[src/rtl/hazard_ctrl_if.sv]
// Handshake bundle between the pipeline datapath and the hazard controller.
// The master side drives stage status; the slave side returns stall/bubble/flush controls.
interface hazard_ctrl_if #(parameter int CNT_W = 32);
  logic [4:0]       rs1_l1;
  logic [4:0]       rs2_l1;
  logic             use_rs1_l1;
  logic             use_rs2_l1;
  logic [4:0]       rd_l2;
  logic             is_load_l2;
  logic             redirect_l2;
  logic             mdu_req_l2;
  logic             mdu_done;
  logic             mem_req_l3;
  logic             dmem_ready;
  logic             cnt_clr;
  logic             stall_l0;
  logic             stall_l1;
  logic             stall_l2;
  logic             stall_l3;
  logic             bubble_l2;
  logic             bubble_l3;
  logic             flush_l1;
  logic             mdu_start;
  logic             busy;
  logic [CNT_W-1:0] stall_cnt;

  modport master (
    output rs1_l1, rs2_l1, use_rs1_l1, use_rs2_l1, rd_l2, is_load_l2,
           redirect_l2, mdu_req_l2, mdu_done, mem_req_l3, dmem_ready, cnt_clr,
    input  stall_l0, stall_l1, stall_l2, stall_l3, bubble_l2, bubble_l3,
           flush_l1, mdu_start, busy, stall_cnt
  );

  modport slave (
    input  rs1_l1, rs2_l1, use_rs1_l1, use_rs2_l1, rd_l2, is_load_l2,
           redirect_l2, mdu_req_l2, mdu_done, mem_req_l3, dmem_ready, cnt_clr,
    output stall_l0, stall_l1, stall_l2, stall_l3, bubble_l2, bubble_l3,
           flush_l1, mdu_start, busy, stall_cnt
  );
endinterface

[src/rtl/hazard_ctrl.sv]
// Hazard/sequencing controller for the 4-stage core: load-use, MDU sequencing,
// dmem wait freeze and l2 redirect, plus a saturating stall-cycle counter.
//
// state    | meaning
// RUN      | normal issue; hazards resolved combinationally
// MDU_BUSY | MDU launched, holding l0..l2 until mdu_done
// MDU_HOLD | MDU result ready but pipeline frozen by dmem wait
module hazard_ctrl #(
  parameter int CNT_W = 32
) (
  input  logic          clk,
  input  logic          rst_n,
  hazard_ctrl_if.slave  hz
);

  typedef enum logic [1:0] {RUN, MDU_BUSY, MDU_HOLD} state_t;

  state_t           state_q, state_d;
  logic [CNT_W-1:0] cnt_q, cnt_d;

  logic freeze;
  logic load_use;

  assign freeze   = hz.mem_req_l3 & ~hz.dmem_ready;
  assign load_use = hz.is_load_l2 & (hz.rd_l2 != 5'd0) &
                    ((hz.use_rs1_l1 & (hz.rs1_l1 == hz.rd_l2)) |
                     (hz.use_rs2_l1 & (hz.rs2_l1 == hz.rd_l2)));

  logic s0, s1, s2, s3, b2, b3, f1, start;

  always_comb begin
    s0      = 1'b0;
    s1      = 1'b0;
    s2      = 1'b0;
    s3      = 1'b0;
    b2      = 1'b0;
    b3      = 1'b0;
    f1      = 1'b0;
    start   = 1'b0;
    state_d = state_q;
    if (freeze) begin
      s0 = 1'b1;
      s1 = 1'b1;
      s2 = 1'b1;
      s3 = 1'b1;
      if (state_q == MDU_BUSY && hz.mdu_done) state_d = MDU_HOLD;
    end else begin
      case (state_q)
        RUN: begin
          if (hz.mdu_req_l2) begin
            start   = 1'b1;
            s0      = 1'b1;
            s1      = 1'b1;
            s2      = 1'b1;
            b3      = 1'b1;
            state_d = MDU_BUSY;
          end else if (hz.redirect_l2) begin
            // l1 is killed, so any load-use against it is moot
            f1 = 1'b1;
          end else if (load_use) begin
            s0 = 1'b1;
            s1 = 1'b1;
            b2 = 1'b1;
          end
        end
        MDU_BUSY: begin
          if (hz.mdu_done) begin
            state_d = RUN;
          end else begin
            s0 = 1'b1;
            s1 = 1'b1;
            s2 = 1'b1;
            b3 = 1'b1;
          end
        end
        MDU_HOLD: state_d = RUN;
        default:  state_d = RUN;
      endcase
    end
  end

  // Outputs are gated so they read zero for the whole time reset is held
  assign hz.stall_l0  = s0 & rst_n;
  assign hz.stall_l1  = s1 & rst_n;
  assign hz.stall_l2  = s2 & rst_n;
  assign hz.stall_l3  = s3 & rst_n;
  assign hz.bubble_l2 = b2 & rst_n;
  assign hz.bubble_l3 = b3 & rst_n;
  assign hz.flush_l1  = f1 & rst_n;
  assign hz.mdu_start = start & rst_n;
  assign hz.busy      = (state_q != RUN) & rst_n;
  assign hz.stall_cnt = cnt_q;

  always_comb begin
    cnt_d = cnt_q;
    if (hz.cnt_clr)
      cnt_d = '0;
    else if (s0 && (cnt_q != {CNT_W{1'b1}}))
      cnt_d = cnt_q + 1'b1;
  end

  always_ff @(posedge clk or negedge rst_n) begin
    if (!rst_n) begin
      state_q <= RUN;
      cnt_q   <= '0;
    end else begin
      state_q <= state_d;
      cnt_q   <= cnt_d;
    end
  end

endmodule

[src/flat_wrapper.sv]
// flat-port wrapper written by rule: the top's interface ports become plain ports
module hazard_ctrl_flat 
#(
  parameter int CNT_W = 32
)
  (clk, rst_n, hz_rs1_l1, hz_rs2_l1, hz_use_rs1_l1, hz_use_rs2_l1, hz_rd_l2, hz_is_load_l2, hz_redirect_l2, hz_mdu_req_l2, hz_mdu_done, hz_mem_req_l3, hz_dmem_ready, hz_cnt_clr, hz_stall_l0, hz_stall_l1, hz_stall_l2, hz_stall_l3, hz_bubble_l2, hz_bubble_l3, hz_flush_l1, hz_mdu_start, hz_busy, hz_stall_cnt);
  hazard_ctrl_if #(.CNT_W(CNT_W)) hz_i ();
  input  logic clk;
  input  logic rst_n;
  input wire logic [$bits(hz_i.rs1_l1)-1:0] hz_rs1_l1;
  input wire logic [$bits(hz_i.rs2_l1)-1:0] hz_rs2_l1;
  input wire logic [$bits(hz_i.use_rs1_l1)-1:0] hz_use_rs1_l1;
  input wire logic [$bits(hz_i.use_rs2_l1)-1:0] hz_use_rs2_l1;
  input wire logic [$bits(hz_i.rd_l2)-1:0] hz_rd_l2;
  input wire logic [$bits(hz_i.is_load_l2)-1:0] hz_is_load_l2;
  input wire logic [$bits(hz_i.redirect_l2)-1:0] hz_redirect_l2;
  input wire logic [$bits(hz_i.mdu_req_l2)-1:0] hz_mdu_req_l2;
  input wire logic [$bits(hz_i.mdu_done)-1:0] hz_mdu_done;
  input wire logic [$bits(hz_i.mem_req_l3)-1:0] hz_mem_req_l3;
  input wire logic [$bits(hz_i.dmem_ready)-1:0] hz_dmem_ready;
  input wire logic [$bits(hz_i.cnt_clr)-1:0] hz_cnt_clr;
  output wire logic [$bits(hz_i.stall_l0)-1:0] hz_stall_l0;
  output wire logic [$bits(hz_i.stall_l1)-1:0] hz_stall_l1;
  output wire logic [$bits(hz_i.stall_l2)-1:0] hz_stall_l2;
  output wire logic [$bits(hz_i.stall_l3)-1:0] hz_stall_l3;
  output wire logic [$bits(hz_i.bubble_l2)-1:0] hz_bubble_l2;
  output wire logic [$bits(hz_i.bubble_l3)-1:0] hz_bubble_l3;
  output wire logic [$bits(hz_i.flush_l1)-1:0] hz_flush_l1;
  output wire logic [$bits(hz_i.mdu_start)-1:0] hz_mdu_start;
  output wire logic [$bits(hz_i.busy)-1:0] hz_busy;
  output wire logic [$bits(hz_i.stall_cnt)-1:0] hz_stall_cnt;
  assign hz_i.rs1_l1 = hz_rs1_l1;
  assign hz_i.rs2_l1 = hz_rs2_l1;
  assign hz_i.use_rs1_l1 = hz_use_rs1_l1;
  assign hz_i.use_rs2_l1 = hz_use_rs2_l1;
  assign hz_i.rd_l2 = hz_rd_l2;
  assign hz_i.is_load_l2 = hz_is_load_l2;
  assign hz_i.redirect_l2 = hz_redirect_l2;
  assign hz_i.mdu_req_l2 = hz_mdu_req_l2;
  assign hz_i.mdu_done = hz_mdu_done;
  assign hz_i.mem_req_l3 = hz_mem_req_l3;
  assign hz_i.dmem_ready = hz_dmem_ready;
  assign hz_i.cnt_clr = hz_cnt_clr;
  assign hz_stall_l0 = hz_i.stall_l0;
  assign hz_stall_l1 = hz_i.stall_l1;
  assign hz_stall_l2 = hz_i.stall_l2;
  assign hz_stall_l3 = hz_i.stall_l3;
  assign hz_bubble_l2 = hz_i.bubble_l2;
  assign hz_bubble_l3 = hz_i.bubble_l3;
  assign hz_flush_l1 = hz_i.flush_l1;
  assign hz_mdu_start = hz_i.mdu_start;
  assign hz_busy = hz_i.busy;
  assign hz_stall_cnt = hz_i.stall_cnt;
  hazard_ctrl #(.CNT_W(CNT_W)) u_core (.clk(clk), .rst_n(rst_n), .hz(hz_i));
endmodule
[config.mk]
export PLATFORM = sky130hd
export DESIGN_NAME = hazard_ctrl_flat
export DESIGN_NICKNAME = d
export VERILOG_FILES = /design/src/rtl/hazard_ctrl_if.sv /design/src/rtl/hazard_ctrl.sv /design/src/flat_wrapper.sv
export SDC_FILE = /design/constraint.sdc
export NUM_CORES = 1
export LEC_CHECK = 0
export ABC_AREA = 1
export ABC_CLOCK_PERIOD_IN_PS = 3710
export CAP_MARGIN = 20
export CORE_UTILIZATION = 45
export CTS_CLUSTER_DIAMETER = 150
export DETAILED_ROUTE_END_ITERATION = 12
export PLACE_DENSITY = 0.8
export SLEW_MARGIN = 5
export SYNTH_ARGS = -nofsm -noshare
export SYNTH_HDL_FRONTEND = slang
export SYNTH_SLANG_ARGS = --single-unit
export TNS_END_PERCENT = 5
[constraint.sdc]
create_clock -name clk -period 3.71 [get_ports clk]
set_clock_uncertainty 0.05 [all_clocks]
set_input_delay 0.5565 -clock clk [delete_from_list [all_inputs] [get_ports clk]]
set_output_delay 0.5565 -clock clk [all_outputs]
set_load 0.02 [all_outputs]
After elaboration in Yosys (flattened, before gate mapping)
Index checks and enable logic that the tools add are counted.
{"block": "totals", "register_bits": 34, "inputBits": 26, "out_inout_bits": 41}
{"block": "classes", "n_addsub": 1, "eq_ne": 7, "mux": 27, "bitwise_logic": 15, "reduce_logical": 7}
{"op": "32-bit 2-to-1 mux", "count": 2}
{"op": "32-bit by 1-bit adder with 32-bit output, second input constant", "count": 1}
{"op": "32-bit inequality test, second input constant", "count": 1}
{"op": "1-bit 2-to-1 mux", "count": 18}
{"op": "1-bit bitwise AND", "count": 13}
{"op": "5-bit equality test", "count": 2}
{"op": "2-bit 2-to-1 mux", "count": 4}
{"op": "3-bit by 2-bit inequality test with 1-bit output, second input constant", "count": 2}
{"op": "5-bit nonzero test", "count": 1}
{"op": "1-bit one-hot mux with 2 select lines", "count": 2}
{"op": "2-bit one-hot mux with 2 select lines", "count": 1}
{"op": "2-bit nonzero test", "count": 2}
{"op": "3-bit AND reduction", "count": 1}
{"op": "2-bit by 1-bit equality test with 1-bit output, second input constant", "count": 1}
{"op": "1-bit logical AND", "count": 2}
{"op": "2-bit zero test", "count": 1}
{"op": "2-bit inequality test, second input constant", "count": 1}
{"op": "1-bit NOT", "count": 1}
{"op": "1-bit OR", "count": 1}

Depth between registers and ports, before layout
{"block": "logic_depth", "depth_word": 12, "depth_mapped": 12, "depth_no_buf": 11}

Worst setup path before layout
Ideal clock, no wire load.
{"block": "synth_path", "path_kind": "input to output", "start": "input port hz_rd_l2[0]", "end": "output port hz_stall_l1", "t_arrival_ns": 1.612, "required_time_ns": 3.103, "path_slack_ns": 1.491, "stages": 9, "path_buffers": 1, "path_cell_list": "inv_1 > nand2_1 > nand2_1 > nor2_1 > nand3_1 > nand2_1 > nand3_1 > a21oi_1 > buf_4"}
{"block": "synth_via", "elab_chain_len": 10}
{"element": "start, declared", "line_no": "flat_wrapper.sv:14", "text": "input wire logic [$bits(hz_i.rd_l2)-1:0] hz_rd_l2;"}
{"element": "5-bit equality test (on tied branches)", "line_no": "hazard_ctrl.sv:26, hazard_ctrl.sv:27"}
{"element": "1-bit bitwise AND (on tied branches)", "line_no": "hazard_ctrl.sv:26, hazard_ctrl.sv:27"}
{"element": "1-bit OR", "line_no": "hazard_ctrl.sv:26", "text": "((hz.use_rs1_l1 & (hz.rs1_l1 == hz.rd_l2)) |"}
{"element": "1-bit bitwise AND (*)", "line_no": "hazard_ctrl.sv:25", "text": "assign load_use = hz.is_load_l2 & (hz.rd_l2 != 5'd0) &"}
{"element": "1-bit 2-to-1 mux (*) (3 in series)"}
{"element": "1-bit one-hot mux with 2 select lines (*)"}
{"element": "1-bit 2-to-1 mux (*)"}
{"element": "1-bit bitwise AND (*)"}
{"element": "end, declared", "line_no": "flat_wrapper.sv:23", "text": "output wire logic [$bits(hz_i.stall_l1)-1:0] hz_stall_l1;"}
Every way passes the cells marked *; elsewhere a longest branch is shown, timed or not.

Worst setup path in the final report
{"block": "layout_path", "start": "input port hz_rd_l2[1]", "end": "output port hz_stall_l0"}
{"block": "layout_via", "elab_chain_len": 10}
{"element": "5-bit equality test (on tied branches)", "line_no": "hazard_ctrl.sv:26, hazard_ctrl.sv:27"}
{"element": "1-bit bitwise AND (on tied branches)", "line_no": "hazard_ctrl.sv:26, hazard_ctrl.sv:27"}
{"element": "1-bit OR", "line_no": "hazard_ctrl.sv:26"}
{"element": "1-bit bitwise AND (*)", "line_no": "hazard_ctrl.sv:25"}
{"element": "1-bit 2-to-1 mux (*)", "line_no": "hazard_ctrl.sv:60", "text": "end else if (load_use) begin"}
{"element": "1-bit 2-to-1 mux (*)", "line_no": "hazard_ctrl.sv:57", "text": "end else if (hz.redirect_l2) begin"}
{"element": "1-bit 2-to-1 mux (*)", "line_no": "hazard_ctrl.sv:50", "text": "if (hz.mdu_req_l2) begin"}
{"element": "1-bit one-hot mux with 2 select lines (*)", "line_no": "hazard_ctrl.sv:48", "text": "case (state_q)"}
{"element": "1-bit 2-to-1 mux (*)", "line_no": "hazard_ctrl.sv:41", "text": "if (freeze) begin"}
{"element": "1-bit bitwise AND (*)", "line_no": "hazard_ctrl.sv:83", "text": "assign hz.stall_l0 = s0 & rst_n;"}
{"element": "end, declared", "line_no": "flat_wrapper.sv:22", "text": "output wire logic [$bits(hz_i.stall_l0)-1:0] hz_stall_l0;"}
Marks and branches as above.

==> summary.txt <==
Outcome
  • Status: completed

STA
  • Fin worst setup slack: 0.6774 ns
  • Worst slew margin: 35.60%
  • Final Setup Violations: 0
  • Max Slew Vio Count: 0
  • Final hold violations: 0
  • Worst slew pin tran: ~0.97 ns
  • Peak Freq: 0.3297 GHz
  • Hold slack final: 0.09459 ns
  • Final worst path period share: 81.74%
  • Fin Setup TNS: 0 ns
  • RSZ-0062 raised after global routing: no
  • Tmin final: 3.033 ns

Critical path
  • Critical path depth: 10
  • Slowest cell on the critical path: clkdlybuf4s50_1
  • Flop2flop setup slack: between 1 and 1.5 ns
  • Critical path type: input port to primary output
  • Most frequent CP cell: nand2_1
  • Worst path bufs/invs: 3
  • CP max stage delay: 0.63 ns
  • Critical-path cell list: clkdlybuf4s50_1 > inv_2 > nand2_1 > nand2_1 > nor2_1 > nand3_1 > nand2_1 > nand3_1 > a21oi_1 > clkdlybuf4s50_1
  • Critical Path Source: hz_rd_l2[1]
  • Required @ worst endpoint: around 3.1 ns
  • CP endpoint kind: primary output
  • Crit path launch type: input port
  • Crit path DAT: ~2.4 ns
  • FF-to-FF Start: u_core.hz.stall_cnt[0]
  • Critical-path maximum fanout: 4
  • Reg2reg end: u_core.hz.stall_cnt[23]
  • Crit-path leading delay family: buffers and inverters
  • Reg2reg path depth: 9
  • Crit path capture: hz_stall_l0

Cells and area
  • Area of the multi-input gates: 1603 sq um
  • Reg area: 850.8 sq um
  • Fill cells: 606
  • N_diodes: 0
  • Final design utilization: 59.69%
  • Finished Layout Cells: 606
  • Net count, final: between 500 and 600
  • Post-layout instance area: between 3000 and 4000 sq um
  • Synth-to-layout area growth: 27.08%
  • Ratio of cells with drive above 1 in the final layout: 3.578%

Yosys
  • Seq/Total Area, Yosys: 30.24%
  • Async set-or-reset flop fraction in the synthesized netlist: between 90% and 100%
  • Synthesized area: 2814 sq um
  • Post-Synthesis Cells: 471
  • Largest area contributor in the netlist: dfrtp_1
  • Synth warn: 0
  • Yosys top cell area share: ~30%
  • Commonest cells post-synth: nand2_1, nor2_1, inv_1
  • Netlist cell types: 24
  • EDFF count, synth: 0
  • Syn nets: 498
  • Most common cell in the netlist: nand2_1
  • Mean Syn Cell Area: about 6 sq um
  • FF+latch count, synth: 34
  • Top post-synthesis cells by area: dfrtp_1, nand2_1, nand3_1, nor2_1, inv_1
  • Prevailing post-synth register cell: dfrtp_1

Floorplanning
  • Die height: 81.08 um
  • Starting Density: 46.97%
  • Row cnt: 28
  • Core Region: 5991 sq um
  • # IOs: 67
  • Die area: 6573 sq um
  • Die Wd: 81.08 um

Route
  • # DRC: 0
  • Iteration-0 DRC Markers: roughly 220
  • First-pass DRT Iterations: 4
  • Antenna Nets Post-Route: 0
  • Drt total wl: 7393 um
  • Post-DR wirelength/cell: 12.20 um
  • DR vias/cell: 5.101
  • Routed vias: 3091

GRT
  • Global-route wire length before repair: 12690 um
  • Vias in the first global route: 2836
  • Grt ovf: 0
  • Initial antenna violation count: 0
  • GR Util All Layers: 24.64%
  • Largest net degree at the start of global routing: 65

Job
  • MaxCap Viol Count: 0

CTS
  • H-Tree Depth: 2
  • Root buf cell: clkbuf_8
  • Clock buffer depth: 2
  • Post-CTS setup buffers: 0
  • CTS tree: built
  • Number of gates resized after cts: 0
  • Clk sinks: 34
  • Clock-pin slew on the worst setup and hold paths: 0.07 ns
  • Clk_lat worst skew: 0.29 ns
  • Post-CTS Hold Fix Bufs: 0
  • Num CTS Buffers: 5

Power
  • PD cells: 272.4 nW/um^2
  • Total power: 0.9741 mW
  • Peak supply drop: roughly 210 uV
  • Lkg Pwr: 1.843 nW

Place
  • Placed inst area: 3485 sq um
  • Inst Count DP: roughly 600
  • Hpwl dp: roughly 5600 um
  • Buffers added on ports: 66
  • Pre-CTS setup slack: 0.6606 ns
  • Gpl congestion: 0.9182

Hold path
  • HP Class: input port to async pin
cell usage in the layout, fill, tap and decap left out:
cell type	synthesis	final
nand2_1	165	165
nor2_1	69	69
inv_1	68	68
clkdlybuf4s50_1	0	65
nand3_1	52	52
dfrtp_1	34	34
nand4_1	33	33
xnor2_1	8	8
xor2_1	7	7
clkbuf_8	0	6
o21ai_0	5	5
inv_2	3	3
a21oi_1	2	2
nor2_4	2	2
buf_4	1	2
nor4_1	1	1
nand2_2	1	1
nor3_1	1	1
nand4_4	1	1
nand2_4	1	1
nor2_2	1	1
ha_1	1	1
clkinv_2	0	1
clkbuf_1	3	1
buf_2	6	1
cell families (layout without fill, tap and decap cells):
| group | Yosys count | in the layout | share of synthesized area (%) |
|---|---|---|---|
| AO/OA/AOI/OAI | 7 | 7 | 1.245 |
| XOR/XNOR | 15 | 15 | 4.669 |
| adder cells (fa/ha/maj) | 1 | 1 | 0.4446 |
| buffers and inverters | 87 | 147 | 12.81 |
| flip-flops | 34 | 34 | 30.24 |
| AND/OR/NAND/NOR | 327 | 327 | 50.60 |
power by group:
group | internal (mW) | leakage, nW | switching, mW
registers | 0.386 | 0.471 | 0.0191
clock network | 0.150 | 0.0482 | 0.135
logic | 0.0995 | 1.32 | 0.185
total | 0.635 | 1.84 | 0.339
registers in the layout, indices dropped and copies added (netlist names):
signal / flops
u_core.hz.stall_cnt: 32
u_core.state_q: 2
worst min path at each step:
stage	start	endpoint	slack [ns]
detailed placement	rst_n	u_core.state_q[0]	0.40
global route	rst_n	u_core.hz.stall_cnt[2]	0.10
global placement	rst_n	u_core.state_q[0]	0.41
floorplan	rst_n	u_core.hz.stall_cnt[0]	0.21
CTS	rst_n	u_core.hz.stall_cnt[3]	0.09
finish	rst_n	u_core.hz.stall_cnt[3]	0.09
area by class of cell:
type | instances | area share (%)
sequential | 34 | 23.79
clock inverter | 1 | 0.1400
clock buffer | 7 | 2.414
inverter | 71 | 7.453
multi-input combinational | 350 | 44.82
timing repair buffer | 68 | 18.75
tap | 75 | 2.624
layer usage:
| layer | wire, um | global-route usage [%] | up-vias |
|---|---|---|---|
| met5 | 0 | 0 | - |
| met4 | 127 | 6.607 | 0 |
| met3 | 459 | 3.933 | 11 |
| met2 | 3422 | 42.35 | 76 |
| met1 | 3384 | 31.83 | 1413 |
| li1 | - | - | 1591 |
No activity file was read; power rests on OpenSTA's default activity.
